File: config.mk
export PLATFORM = sky130hd
export DESIGN_NAME = hit_stager_flat
export DESIGN_NICKNAME = d
export VERILOG_FILES = /design/src/rtl/hit_stager_pkg.sv /design/src/rtl/hit_stager_if.sv /design/src/rtl/hit_stager_bank.sv /design/src/rtl/hit_stager.sv /design/src/flat_wrapper.sv
export SDC_FILE = /design/constraint.sdc
export NUM_CORES = 1
export LEC_CHECK = 0
export BUFFER_PORTS_ARGS = -buffer_cell sky130_fd_sc_hd__clkbuf_2
export CAP_MARGIN = 20
export CORE_UTILIZATION = 60
export CTS_CLUSTER_DIAMETER = 120
export DETAILED_ROUTE_END_ITERATION = 7
export PLACE_DENSITY = 0.78
export SLEW_MARGIN = 15
export SYNTH_ARGS = -nofsm -noshare
export SYNTH_HDL_FRONTEND = slang
export SYNTH_SLANG_ARGS = --single-unit
File: constraint.sdc
create_clock -name clk -period 11.75 [get_ports clk]
set_input_delay 0.5875 -clock clk [delete_from_list [all_inputs] [get_ports clk]]
set_output_delay 0.5875 -clock clk [all_outputs]
set_load 0.01 [all_outputs]
File: src/rtl/hit_stager_pkg.sv
// Shared fitter types: default sizes, the hit record and the
// read-side FSM state encoding used by the hit stager.
package hit_stager_pkg;

  localparam int DATA_W_DEF = 16;
  localparam int NLAYER_DEF = 6;
  localparam int LAYER_W    = 3;

  typedef struct packed {
    logic [DATA_W_DEF-1:0] x;
    logic [DATA_W_DEF-1:0] y;
    logic [DATA_W_DEF-1:0] z;
  } hit_t;

  typedef enum logic [1:0] {
    IDLE = 2'd0,
    SEND = 2'd1,
    GAP  = 2'd2
  } rd_state_e;

endpackage

File: src/rtl/hit_stager_if.sv
// Hit beat handshake into the stager: valid/ready plus the
// layer, coordinates and end-of-track marker.
interface hit_stager_if #(
  parameter int DATA_W = hit_stager_pkg::DATA_W_DEF
);
  import hit_stager_pkg::*;

  logic               in_valid;
  logic               in_ready;
  logic [LAYER_W-1:0] in_layer;
  logic [DATA_W-1:0]  in_x;
  logic [DATA_W-1:0]  in_y;
  logic [DATA_W-1:0]  in_z;
  logic               in_eot;

  modport master (
    output in_valid, in_layer,
    output in_x, in_y, in_z, in_eot,
    input  in_ready
  );

  modport slave (
    input  in_valid, in_layer,
    input  in_x, in_y, in_z, in_eot,
    output in_ready
  );

endinterface

File: src/rtl/hit_stager_bank.sv
// One track bank: NLAYER coordinate slots, per-slot present
// bits and a full flag marking a completed track.
module stager_bank
  import hit_stager_pkg::*;
#(
  parameter int DATA_W = DATA_W_DEF,
  parameter int NLAYER = NLAYER_DEF
) (
  input  logic               clk,
  input  logic               reset,
  input  logic               wr_en,
  input  logic [LAYER_W-1:0] wr_layer,
  input  logic [DATA_W-1:0]  wr_x,
  input  logic [DATA_W-1:0]  wr_y,
  input  logic [DATA_W-1:0]  wr_z,
  input  logic               clr_present,
  input  logic               set_full,
  input  logic               clr_full,
  input  logic [LAYER_W-1:0] rd_layer,
  output logic [NLAYER-1:0]  present,
  output logic               full,
  output logic [DATA_W-1:0]  rd_x,
  output logic [DATA_W-1:0]  rd_y,
  output logic [DATA_W-1:0]  rd_z
);

  logic [DATA_W-1:0] x_mem [NLAYER];
  logic [DATA_W-1:0] y_mem [NLAYER];
  logic [DATA_W-1:0] z_mem [NLAYER];
  logic [NLAYER-1:0] wr_oh;

  assign wr_oh = NLAYER'(1) << wr_layer;

  always_ff @(posedge clk) begin
    if (wr_en) begin
      x_mem[wr_layer] <= wr_x;
      y_mem[wr_layer] <= wr_y;
      z_mem[wr_layer] <= wr_z;
    end
  end

  // A clear on the same beat as a write wins: the track is discarded.
  always_ff @(posedge clk or posedge reset) begin
    if (reset) begin
      present <= '0;
      full    <= 1'b0;
    end else begin
      if (clr_present)
        present <= '0;
      else if (wr_en)
        present <= present | wr_oh;
      full <= (full | set_full) & ~clr_full;
    end
  end

  assign rd_x = x_mem[rd_layer];
  assign rd_y = y_mem[rd_layer];
  assign rd_z = z_mem[rd_layer];

endmodule

File: src/rtl/hit_stager.sv
// Double-banked hit stager: collects per-layer hits into a
// track and replays complete tracks in layer order.
module hit_stager
  import hit_stager_pkg::*;
#(
  parameter int DATA_W  = DATA_W_DEF,
  parameter int NLAYER  = NLAYER_DEF,
  parameter int GAP_CYC = 4
) (
  input  logic              clk,
  input  logic              reset,
  hit_stager_if.slave       hit,
  output logic              dv_out,
  output logic [DATA_W-1:0] data_out_x,
  output logic [DATA_W-1:0] data_out_y,
  output logic [DATA_W-1:0] data_out_z,
  output logic              sot_out,
  output logic              err_missing,
  output logic              err_dup,
  output logic              err_layer
);

  localparam int GW = (GAP_CYC > 1) ? $clog2(GAP_CYC) : 1;

  logic wr_sel, wr_sel_n;
  logic rd_sel, rd_sel_n;
  logic [1:0] wr_en, clr_present;
  logic [1:0] set_full, clr_full;
  logic [1:0] full, full_n;
  logic [NLAYER-1:0] present [2];
  logic [DATA_W-1:0] bx [2];
  logic [DATA_W-1:0] by [2];
  logic [DATA_W-1:0] bz [2];

  logic accept, layer_ok, dup;
  logic store, all_present, byp;
  logic [NLAYER-1:0] lay_oh, wr_present;

  rd_state_e state, state_n;
  logic [LAYER_W-1:0] cnt, cnt_n, rd_layer;
  logic [GW-1:0] gap, gap_n;
  logic emit, last;

  for (genvar b = 0; b < 2; b++) begin : g_bank
    stager_bank #(
      .DATA_W(DATA_W),
      .NLAYER(NLAYER)
    ) u_bank (
      .clk         (clk),
      .reset       (reset),
      .wr_en       (wr_en[b]),
      .wr_layer    (hit.in_layer),
      .wr_x        (hit.in_x),
      .wr_y        (hit.in_y),
      .wr_z        (hit.in_z),
      .clr_present (clr_present[b]),
      .set_full    (set_full[b]),
      .clr_full    (clr_full[b]),
      .rd_layer    (rd_layer),
      .present     (present[b]),
      .full        (full[b]),
      .rd_x        (bx[b]),
      .rd_y        (by[b]),
      .rd_z        (bz[b])
    );
  end

  assign accept      = hit.in_valid & hit.in_ready;
  assign layer_ok    = 32'(hit.in_layer) < NLAYER;
  assign lay_oh      = layer_ok ? (NLAYER'(1) << hit.in_layer) : '0;
  assign wr_present  = present[wr_sel];
  assign dup         = |(lay_oh & wr_present);
  assign store       = accept & layer_ok & ~dup;
  assign all_present = &(wr_present | lay_oh);

  always_comb begin
    wr_en       = '0;
    clr_present = '0;
    set_full    = '0;
    wr_sel_n    = wr_sel;
    wr_en[wr_sel] = store;
    if (accept && hit.in_eot) begin
      if (all_present) begin
        set_full[wr_sel]     = 1'b1;
        clr_present[~wr_sel] = 1'b1;
        wr_sel_n             = ~wr_sel;
      end else begin
        clr_present[wr_sel] = 1'b1;
      end
    end
  end

  // IDLE starts on the eot edge itself so the first beat trails eot by one cycle.
  always_comb begin
    state_n  = state;
    cnt_n    = cnt;
    gap_n    = gap;
    rd_sel_n = rd_sel;
    clr_full = '0;
    emit     = 1'b0;
    rd_layer = cnt;
    unique case (state)
      IDLE: begin
        if (full[rd_sel] | set_full[rd_sel]) begin
          emit     = 1'b1;
          rd_layer = '0;
        end
      end
      SEND: emit = 1'b1;
      GAP: begin
        if (32'(gap) == GAP_CYC - 1)
          state_n = IDLE;
        else
          gap_n = gap + 1'b1;
      end
      default: state_n = IDLE;
    endcase
    last = 32'(rd_layer) == NLAYER - 1;
    if (emit) begin
      if (last) begin
        clr_full[rd_sel] = 1'b1;
        rd_sel_n         = ~rd_sel;
        gap_n            = '0;
        state_n          = (GAP_CYC == 0) ? IDLE : GAP;
      end else begin
        state_n = SEND;
        cnt_n   = rd_layer + 1'b1;
      end
    end
  end

  assign full_n = (full | set_full) & ~clr_full;
  assign byp    = wr_en[rd_sel] && (hit.in_layer == rd_layer);

  always_ff @(posedge clk or posedge reset) begin
    if (reset) begin
      state        <= IDLE;
      cnt          <= '0;
      gap          <= '0;
      wr_sel       <= 1'b0;
      rd_sel       <= 1'b0;
      hit.in_ready <= 1'b0;
      dv_out       <= 1'b0;
      sot_out      <= 1'b0;
      data_out_x   <= '0;
      data_out_y   <= '0;
      data_out_z   <= '0;
      err_missing  <= 1'b0;
      err_dup      <= 1'b0;
      err_layer    <= 1'b0;
    end else begin
      state        <= state_n;
      cnt          <= cnt_n;
      gap          <= gap_n;
      wr_sel       <= wr_sel_n;
      rd_sel       <= rd_sel_n;
      hit.in_ready <= ~full_n[wr_sel_n];
      dv_out       <= emit;
      sot_out      <= emit & (rd_layer == '0);
      if (emit) begin
        data_out_x <= byp ? hit.in_x : bx[rd_sel];
        data_out_y <= byp ? hit.in_y : by[rd_sel];
        data_out_z <= byp ? hit.in_z : bz[rd_sel];
      end
      err_missing <= accept & hit.in_eot & ~all_present;
      err_dup     <= accept & dup;
      err_layer   <= accept & ~layer_ok;
    end
  end

endmodule

File: src/flat_wrapper.sv
// flat-port wrapper written by rule: the top's interface ports become plain ports
module hit_stager_flat import hit_stager_pkg::*;
#(
  parameter int DATA_W  = DATA_W_DEF,
  parameter int NLAYER  = NLAYER_DEF,
  parameter int GAP_CYC = 4
)
  (clk, reset, dv_out, data_out_x, data_out_y, data_out_z, sot_out, err_missing, err_dup, err_layer, hit_in_valid, hit_in_layer, hit_in_x, hit_in_y, hit_in_z, hit_in_eot, hit_in_ready);
  hit_stager_if #(.DATA_W(DATA_W)) hit_i ();
  input  logic clk;
  input  logic reset;
  output logic dv_out;
  output logic [DATA_W-1:0] data_out_x;
  output logic [DATA_W-1:0] data_out_y;
  output logic [DATA_W-1:0] data_out_z;
  output logic sot_out;
  output logic err_missing;
  output logic err_dup;
  output logic err_layer;
  input wire logic [$bits(hit_i.in_valid)-1:0] hit_in_valid;
  input wire logic [$bits(hit_i.in_layer)-1:0] hit_in_layer;
  input wire logic [$bits(hit_i.in_x)-1:0] hit_in_x;
  input wire logic [$bits(hit_i.in_y)-1:0] hit_in_y;
  input wire logic [$bits(hit_i.in_z)-1:0] hit_in_z;
  input wire logic [$bits(hit_i.in_eot)-1:0] hit_in_eot;
  output wire logic [$bits(hit_i.in_ready)-1:0] hit_in_ready;
  assign hit_i.in_valid = hit_in_valid;
  assign hit_i.in_layer = hit_in_layer;
  assign hit_i.in_x = hit_in_x;
  assign hit_i.in_y = hit_in_y;
  assign hit_i.in_z = hit_in_z;
  assign hit_i.in_eot = hit_in_eot;
  assign hit_in_ready = hit_i.in_ready;
  hit_stager #(.DATA_W(DATA_W), .NLAYER(NLAYER), .GAP_CYC(GAP_CYC)) u_core (.clk(clk), .reset(reset), .hit(hit_i), .dv_out(dv_out), .data_out_x(data_out_x), .data_out_y(data_out_y), .data_out_z(data_out_z), .sot_out(sot_out), .err_missing(err_missing), .err_dup(err_dup), .err_layer(err_layer));
endmodule
# Yosys cells after proc, flatten, opt, wreduce, memory -nomap -nowiden
# Memories as Yosys holds them, arrays and structs flattened.
# Cells that the tools add are included.
# W data, S select, Z words.
[totals] output_inout_bits=54 memories=6 inputBits=55 elab_cells=149 regBits=77 mem_bits_rw=576
[memory_table] name="u_core.g_bank[0].u_bank.x_mem" words=6 width=16 rd=1 rd_ports_with_merged_regs=0 wr=1 line="hit_stager_bank.sv:27" rtl="logic [DATA_W-1:0] x_mem [NLAYER];"
[memory_table] name="u_core.g_bank[0].u_bank.y_mem" words=6 width=16 rd=1 rd_ports_with_merged_regs=0 wr=1 line="hit_stager_bank.sv:28" rtl="logic [DATA_W-1:0] y_mem [NLAYER];"
[memory_table] name="u_core.g_bank[0].u_bank.z_mem" words=6 width=16 rd=1 rd_ports_with_merged_regs=0 wr=1 line="hit_stager_bank.sv:29" rtl="logic [DATA_W-1:0] z_mem [NLAYER];"
[memory_table] name="u_core.g_bank[1].u_bank.x_mem" words=6 width=16 rd=1 rd_ports_with_merged_regs=0 wr=1 line="hit_stager_bank.sv:27"
[memory_table] name="u_core.g_bank[1].u_bank.y_mem" words=6 width=16 rd=1 rd_ports_with_merged_regs=0 wr=1 line="hit_stager_bank.sv:28"
[memory_table] name="u_core.g_bank[1].u_bank.z_mem" words=6 width=16 rd=1 rd_ports_with_merged_regs=0 wr=1 line="hit_stager_bank.sv:29"
[classes] n_bitwise=32 n_lt_le_gt_ge=10 shifts=1 n_addsub=2 n_reduce_logical=15 eq_ne=7 n_mux=58
[op_table] operator="$mux W16" n=12
[op_table] operator="$mux W6" n=8
[op_table] operator="$mux W2" n=13
[op_table] operator="$mux W1" n=18
[op_table] operator="$or A6 B6 Y6" n=3
[op_table] operator="$and A1 B1 Y1" n=10
[op_table] operator="$not A1 Y1" n=9
[op_table] operator="$lt A1 B2 Y1 const B" n=4
[op_table] operator="$and A6 B6 Y6" n=1
[op_table] operator="$mux W3" n=2
[op_table] operator="$reduce_and A2 Y1" n=3
[op_table] operator="$reduce_and A6 Y1" n=1
[op_table] operator="$reduce_or A6 Y1" n=1
[op_table] operator="$shl A1 B3 Y6 const A" n=1
[op_table] operator="$logic_and A1 B1 Y1" n=5
[op_table] operator="$and A2 B2 Y2" n=2
[op_table] operator="$eq A2 B2 Y1 const B" n=2
[op_table] operator="$ge A2 B2 Y1 const B" n=2
[op_table] operator="$not A1 Y2" n=2
[op_table] operator="$pmux W2 S2" n=1
[op_table] operator="$reduce_bool A2 Y1" n=2
[op_table] operator="$add A3 B1 Y3 const B" n=1
[op_table] operator="$demux W1 S1" n=3
[op_table] operator="$eq A3 B3 Y1" n=1
[op_table] operator="other kinds (14)" n=18

# Logic depth before layout (Yosys ltp)
[depth] word_depth=21 ltp_mapped=16 ltp_nobuf=13

# By module
# A second synthesis with hierarchy kept.
[hier_totals] cells_unflattened=1425 hier_area_um2=26631.8
[modules_own_cells] module="stager_bank at u_core.g_bank[0].u_bank" seq_area_each_um2=8823.5 n_inst=1 cells_each=483 area_per_inst_um2=11461.0
[modules_own_cells] module="stager_bank at u_core.g_bank[1].u_bank" seq_area_each_um2=8823.5 n_inst=1 cells_each=589 area_per_inst_um2=11365.9
[modules_own_cells] module="hit_stager" seq_area_each_um2=1576.5 n_inst=1 cells_each=353 area_per_inst_um2=3804.9

# Worst setup path after synthesis
# Ideal clock, no wire load.
[synth_path] path_type="input to register" startpoint="input hit_in_layer[1]" endpoint="memory u_core.g_bank[1].u_bank.x_mem[0][0] (netlist name), enable pin" arrival_ns=3.563 cell_stages=6 path_slack_ns=7.732 cell_sequence="clkbuf_1 nand3b_1 o22a_1 and4_1 nand2_1 nor2_1"
[synth_between] elab_chain_len=9
[synth_lines] element="start: declaration" line="flat_wrapper.sv:21" rtl="input wire logic [$bits(hit_i.in_layer)-1:0] hit_in_layer;"
[synth_lines] element="$lt A3 B3 Y1 or $shl A1 B3 Y6 (tied branches)" line="hit_stager.sv:69, hit_stager.sv:70"
[synth_lines] element="$mux W6" line="hit_stager.sv:70" rtl="assign lay_oh = layer_ok ? (NLAYER'(1) << hit.in_layer) : '0;"
[synth_lines] element="$and A6 B6 Y6" line="hit_stager.sv:72" rtl="assign dup = |(lay_oh & wr_present);"
[synth_lines] element="$reduce_or A6 Y1" line="hit_stager.sv:72"
[synth_lines] element="$not A1 Y1" line="hit_stager.sv:73" rtl="assign store = accept & layer_ok & ~dup;"
[synth_lines] element="$and A1 B1 Y1" line="hit_stager.sv:73"
[synth_lines] element="$and A2 B2 Y2 (no line)"
[synth_lines] element="$mux W1" line="hit_stager_bank.sv:35" rtl="if (wr_en) begin"
[synth_lines] element="$mux W1 (not written as such)" line="hit_stager_bank.sv:36" rtl="x_mem[wr_layer] <= wr_x;"
[synth_lines] element="end: declaration" line="hit_stager_bank.sv:27"
# Parallel ways exist; a longest one is shown, timed or not.

# Final worst setup path
[layout_path] startpoint="register u_core.wr_sel" endpoint="register u_core.data_out_y[8]"
[layout_between] elab_chain_len=18
[layout_lines] element="start: declaration" line="hit_stager.sv:25" rtl="logic wr_sel, wr_sel_n;"
[layout_lines] element="start signal: assignment" line="hit_stager.sv:155" rtl="wr_sel <= wr_sel_n;"
[layout_lines] element="$not A1 Y2 (not written as such)" line="hit_stager.sv:71" rtl="assign wr_present = present[wr_sel];"
[layout_lines] element="$mux W6 (not written as such) (3 in series)" line="hit_stager.sv:71"
[layout_lines] element="$or A6 B6 Y6" line="hit_stager.sv:74" rtl="assign all_present = &(wr_present | lay_oh);"
[layout_lines] element="$reduce_and A6 Y1" line="hit_stager.sv:74"
[layout_lines] element="$mux W2" line="hit_stager.sv:83" rtl="if (all_present) begin"
[layout_lines] element="$mux W2" line="hit_stager.sv:82" rtl="if (accept && hit.in_eot) begin"
[layout_lines] element="$mux W1 (not written as such) (2 in series)" line="hit_stager.sv:104" rtl="if (full[rd_sel] | set_full[rd_sel]) begin"
[layout_lines] element="$or A1 B1 Y1" line="hit_stager.sv:104"
[layout_lines] element="$mux W3" line="hit_stager.sv:104"
[layout_lines] element="$mux W3" line="hit_stager.sv:102" rtl="unique case (state)"
[layout_lines] element="$mem_v2 Z6 W16"
[layout_lines] element="$mux W16 (not written as such) (3 in series)" line="hit_stager.sv:162" rtl="data_out_y <= byp ? hit.in_y : by[rd_sel];"
[layout_lines] element="$mux W16" line="hit_stager.sv:162"
[layout_lines] element="end signal: assignment" line="hit_stager.sv:162"
[layout_lines] element="end: declaration" line="hit_stager.sv:15" rtl="output logic [DATA_W-1:0] data_out_y,"
# Parallel ways exist; a longest one is shown, timed or not. The select of a mux whose other input is x is not followed.
# A chain may end at the register's enable or synchronous reset.

==> impl_metrics.env <==
export IMPL_synth_largest_type_area_fraction_pct=65.44
export IMPL_crit_fanout=98
export IMPL_syn_to_final_growth_pct=11.92
export IMPL_fp_dieArea_mm2=0.04490
export IMPL_routed_wl_um=67020
export IMPL_io_pins=109
export IMPL_r2r_start="u_core.wr_sel"
export IMPL_dr_pass1_iters=5
export IMPL_dp_hpwl_um=35960
export IMPL_worstSetupEndpointType="flip-flop"
export IMPL_syn_inst=1749
export IMPL_slowest_delay_ns=0.95
export IMPL_cts_resized=0
export IMPL_setup_violations=0
export IMPL_synth_top_area_cell="edfxtp_1"
export IMPL_grt_pass1_wl_um=101000
export IMPL_slew_limit_headroom_pct=21.62
export IMPL_yosysWarnings=0
export IMPL_cp_depth=13
export IMPL_critical_path_required_ns=12.17
export IMPL_fin_crit_ns=5.905
export IMPL_path_class="flip-flop to flip-flop"
export IMPL_cts_tree="yes"
export IMPL_cp_endpoint="u_core.data_out_y[8]"
export IMPL_vdd_drop_max_v=0.0001588
export IMPL_tightest_slew_ns=1.176
export IMPL_synth_cell_area_mm2=0.02643
export IMPL_antenna_found_initial=1
export IMPL_path_clk_slew_ns=0.07
export IMPL_wl_per_cell_um=27.29
export IMPL_period_share_pct=50.25
export IMPL_cp_slowest_cell="buf_4"
export IMPL_cts_sinks=653
export IMPL_globalplace_congestion=0.8689
export IMPL_start_kind="flip-flop"
export IMPL_worstHoldPathType="input port to asynchronous set/reset pin"
export IMPL_synth_fa_ha_area_share_pct=0.2840
export IMPL_seq_area_mm2=0.01923
export IMPL_start_util_pct=61.09
export IMPL_max_freq_mhz=169.4
export IMPL_reg2regPathDepth=13
export IMPL_path_cells="mux2_2 > o22ai_1 > a221o_1 > a221oi_1 > ha_1 > and4_1 > o221ai_4 > buf_4 > a21oi_1 > nor3_4 > a21o_1 > buf_4 > o21ai_0"
export IMPL_final_max_slew_violation_count=0
export IMPL_drc=0
export IMPL_syn_num_nets=1810
export IMPL_critPathMostFrequentCell="buf_4"
export IMPL_grt_usage_pct=30.46
export IMPL_yosysMostFrequentCell="edfxtp_1"
export IMPL_path_buf_inv=2
export IMPL_cts_buffer_depth=3
export IMPL_core_mm2=0.04327
export IMPL_power_total_mw=6.186
export IMPL_die_h_um=211.9
export IMPL_ys_ff_latch=653
export IMPL_cp_startpoint="u_core.wr_sel"
export IMPL_drive_gt1_share_pct=18.98
export IMPL_grt_pass1_vias=16790
export IMPL_synth_top_family_by_area="compound AO/OA/AOI/OAI gates"
export IMPL_maxCapViolations=0
export IMPL_seq_area_frac_synth_pct=72.73
export IMPL_p_per_area_mw_per_mm2=209.1
export IMPL_synthFlopType="edfxtp_1"
export IMPL_synth_distinct_cells=65
export IMPL_synth_xor_area_share_pct=0.06627
export IMPL_nNetsFinal=1883
export IMPL_vias_per_cell=6.831
export IMPL_outcome="finished, final reports clean"
export IMPL_async_reset_ff_share_pct=11.79
export IMPL_synthMuxAreaShare_pct=5.761
export IMPL_timing_rr_end="u_core.data_out_y[8]"
export IMPL_p_leak_nw=9.960
export IMPL_detail_route_antenna_nets=0
export IMPL_fp_row_count=76
export IMPL_grt_overflow_total=0
export IMPL_htree_levels=3
export IMPL_port_buffers=108
export IMPL_synth_compound_area_share_pct=11.47
export IMPL_fin_setup_tns_ns=0
export IMPL_crit_arrival_ns=6.33
export IMPL_finClkSkew_ns=0.01832
export IMPL_drtIter0Drc=2139
export IMPL_fill_cells=2791
export IMPL_multi_input_area_mm2=0.006626
export IMPL_hold_buffers=0
export IMPL_syn_avg_cell_area_um2=15.11
export IMPL_grt_start_max_net_pins=99
export IMPL_netlist_top_cells_count="edfxtp_1 (576), a21oi_1 (102), nor2_1 (90), clkbuf_1 (84), dfrtp_1 (77)"
export IMPL_vias=16780
export IMPL_insertion_delay_ns=0.58
export IMPL_reg2reg_slack_ns=5.85
export IMPL_ys_top_cells_by_area="edfxtp_1 (65%), dfrtp_1 (7.3%), mux2_2 (2.3%)"
export IMPL_rsz0062_at_grt="false"
export IMPL_die_width_um=211.9
export IMPL_cts_made_buffers=66
export IMPL_synth_edf_count=576
export IMPL_cts_root_buffer="clkbuf_16"
export IMPL_synthSimpleGateAreaFrac_pct=6.959
export IMPL_timing_final_hold_violations=0
export IMPL_cts_setup_buffers=0
export IMPL_crit_family="compound AO/OA/AOI/OAI gates"
## sequential cells by signal, summed over array words and instances (netlist names), 2 cells and up
| register | count |
|---|---|
| u_core.g_bank.u_bank.full | 2 |
| u_core.g_bank.u_bank.x_mem | 192 |
| u_core.gap | 2 |
| u_core.g_bank.u_bank.z_mem | 192 |
| u_core.g_bank.u_bank.y_mem | 192 |
| u_core.data_out_x | 16 |
| u_core.data_out_z | 16 |
| u_core.cnt | 3 |
| u_core.state | 2 |
| u_core.g_bank.u_bank.present | 12 |
| u_core.data_out_y | 16 |
## placed cells by master, fill, tap and decap left out, drive strengths merged, types with 35 or more instances in the layout
cell type,instances
clkbuf,196
nand4,35
a21oi,102
o21ai,72
edfxtp,576
nor2,91
mux2i,43
dfrtp,77
mux2,53
nand2,60
nand3,63
## report_power, final
part           switching, mW  leakage, nW  internal, mW  total [mW]
Combinational          0.884         2.80         0.523        1.41
Clock                  0.854         1.02          1.17        2.02
Sequential             0.137         6.14          2.62        2.76
## metrics by stage
stage	hold WS (ns)	instances	util, %	area (um^2)	setup WS, ns
floorplan	0.4544	1749	-	26430	7.732
global placement	0.4772	2339	63.60	27520	6.251
detailed placement	0.4779	2339	63.60	27520	5.962
CTS	0.1360	2455	68.37	29580	5.846
global route	0.1700	2455	68.37	29580	5.586
finish	0.1236	2456	68.37	29580	5.845
## layout make-up
class,count,area share (%)
sequential,653,65.02
multi-input combinational,926,22.40
clock buffer,88,6.213
timing repair buffer,142,2.690
tap,585,2.474
clock inverter,28,0.7613
inverter,33,0.4356
antenna,1,0.008459
## layer usage
metal	track usage, %	vias to the layer above	routed length, um
met5	0	-	0
met4	13.07	0	2344
met3	4.539	159	6396
met2	49.57	1076	32900
met1	41.39	8433	25380
li1	-	7108	-
## cells by family (layout without fill, tap and decap cells)
| logic type | Yosys count | in the layout |
|---|---|---|
| other | 0 | 1 |
| adder cells (fa/ha/maj) | 6 | 6 |
| XOR/XNOR | 2 | 2 |
| multiplexers | 118 | 118 |
| AND/OR/NAND/NOR | 364 | 364 |
| buffers and inverters | 170 | 291 |
| AO/OA/AOI/OAI | 436 | 436 |
| flip-flops | 653 | 653 |
## how the worst min path moves through the flow
stage	startpoint	end	cells after the start
after floorplan	u_core.g_bank[1].u_bank.present[2]	u_core.g_bank[1].u_bank.present[2]	1
after global placement	u_core.g_bank[1].u_bank.present[0]	u_core.g_bank[1].u_bank.present[0]	1
after detailed placement	u_core.g_bank[1].u_bank.present[2]	u_core.g_bank[1].u_bank.present[2]	1
after CTS	reset	u_core.data_out_z[15]	2
after global routing	reset	u_core.g_bank[0].u_bank.present[2]	2
final	reset	u_core.err_missing	2
Note: power is estimated with default switching activity, not from simulation.
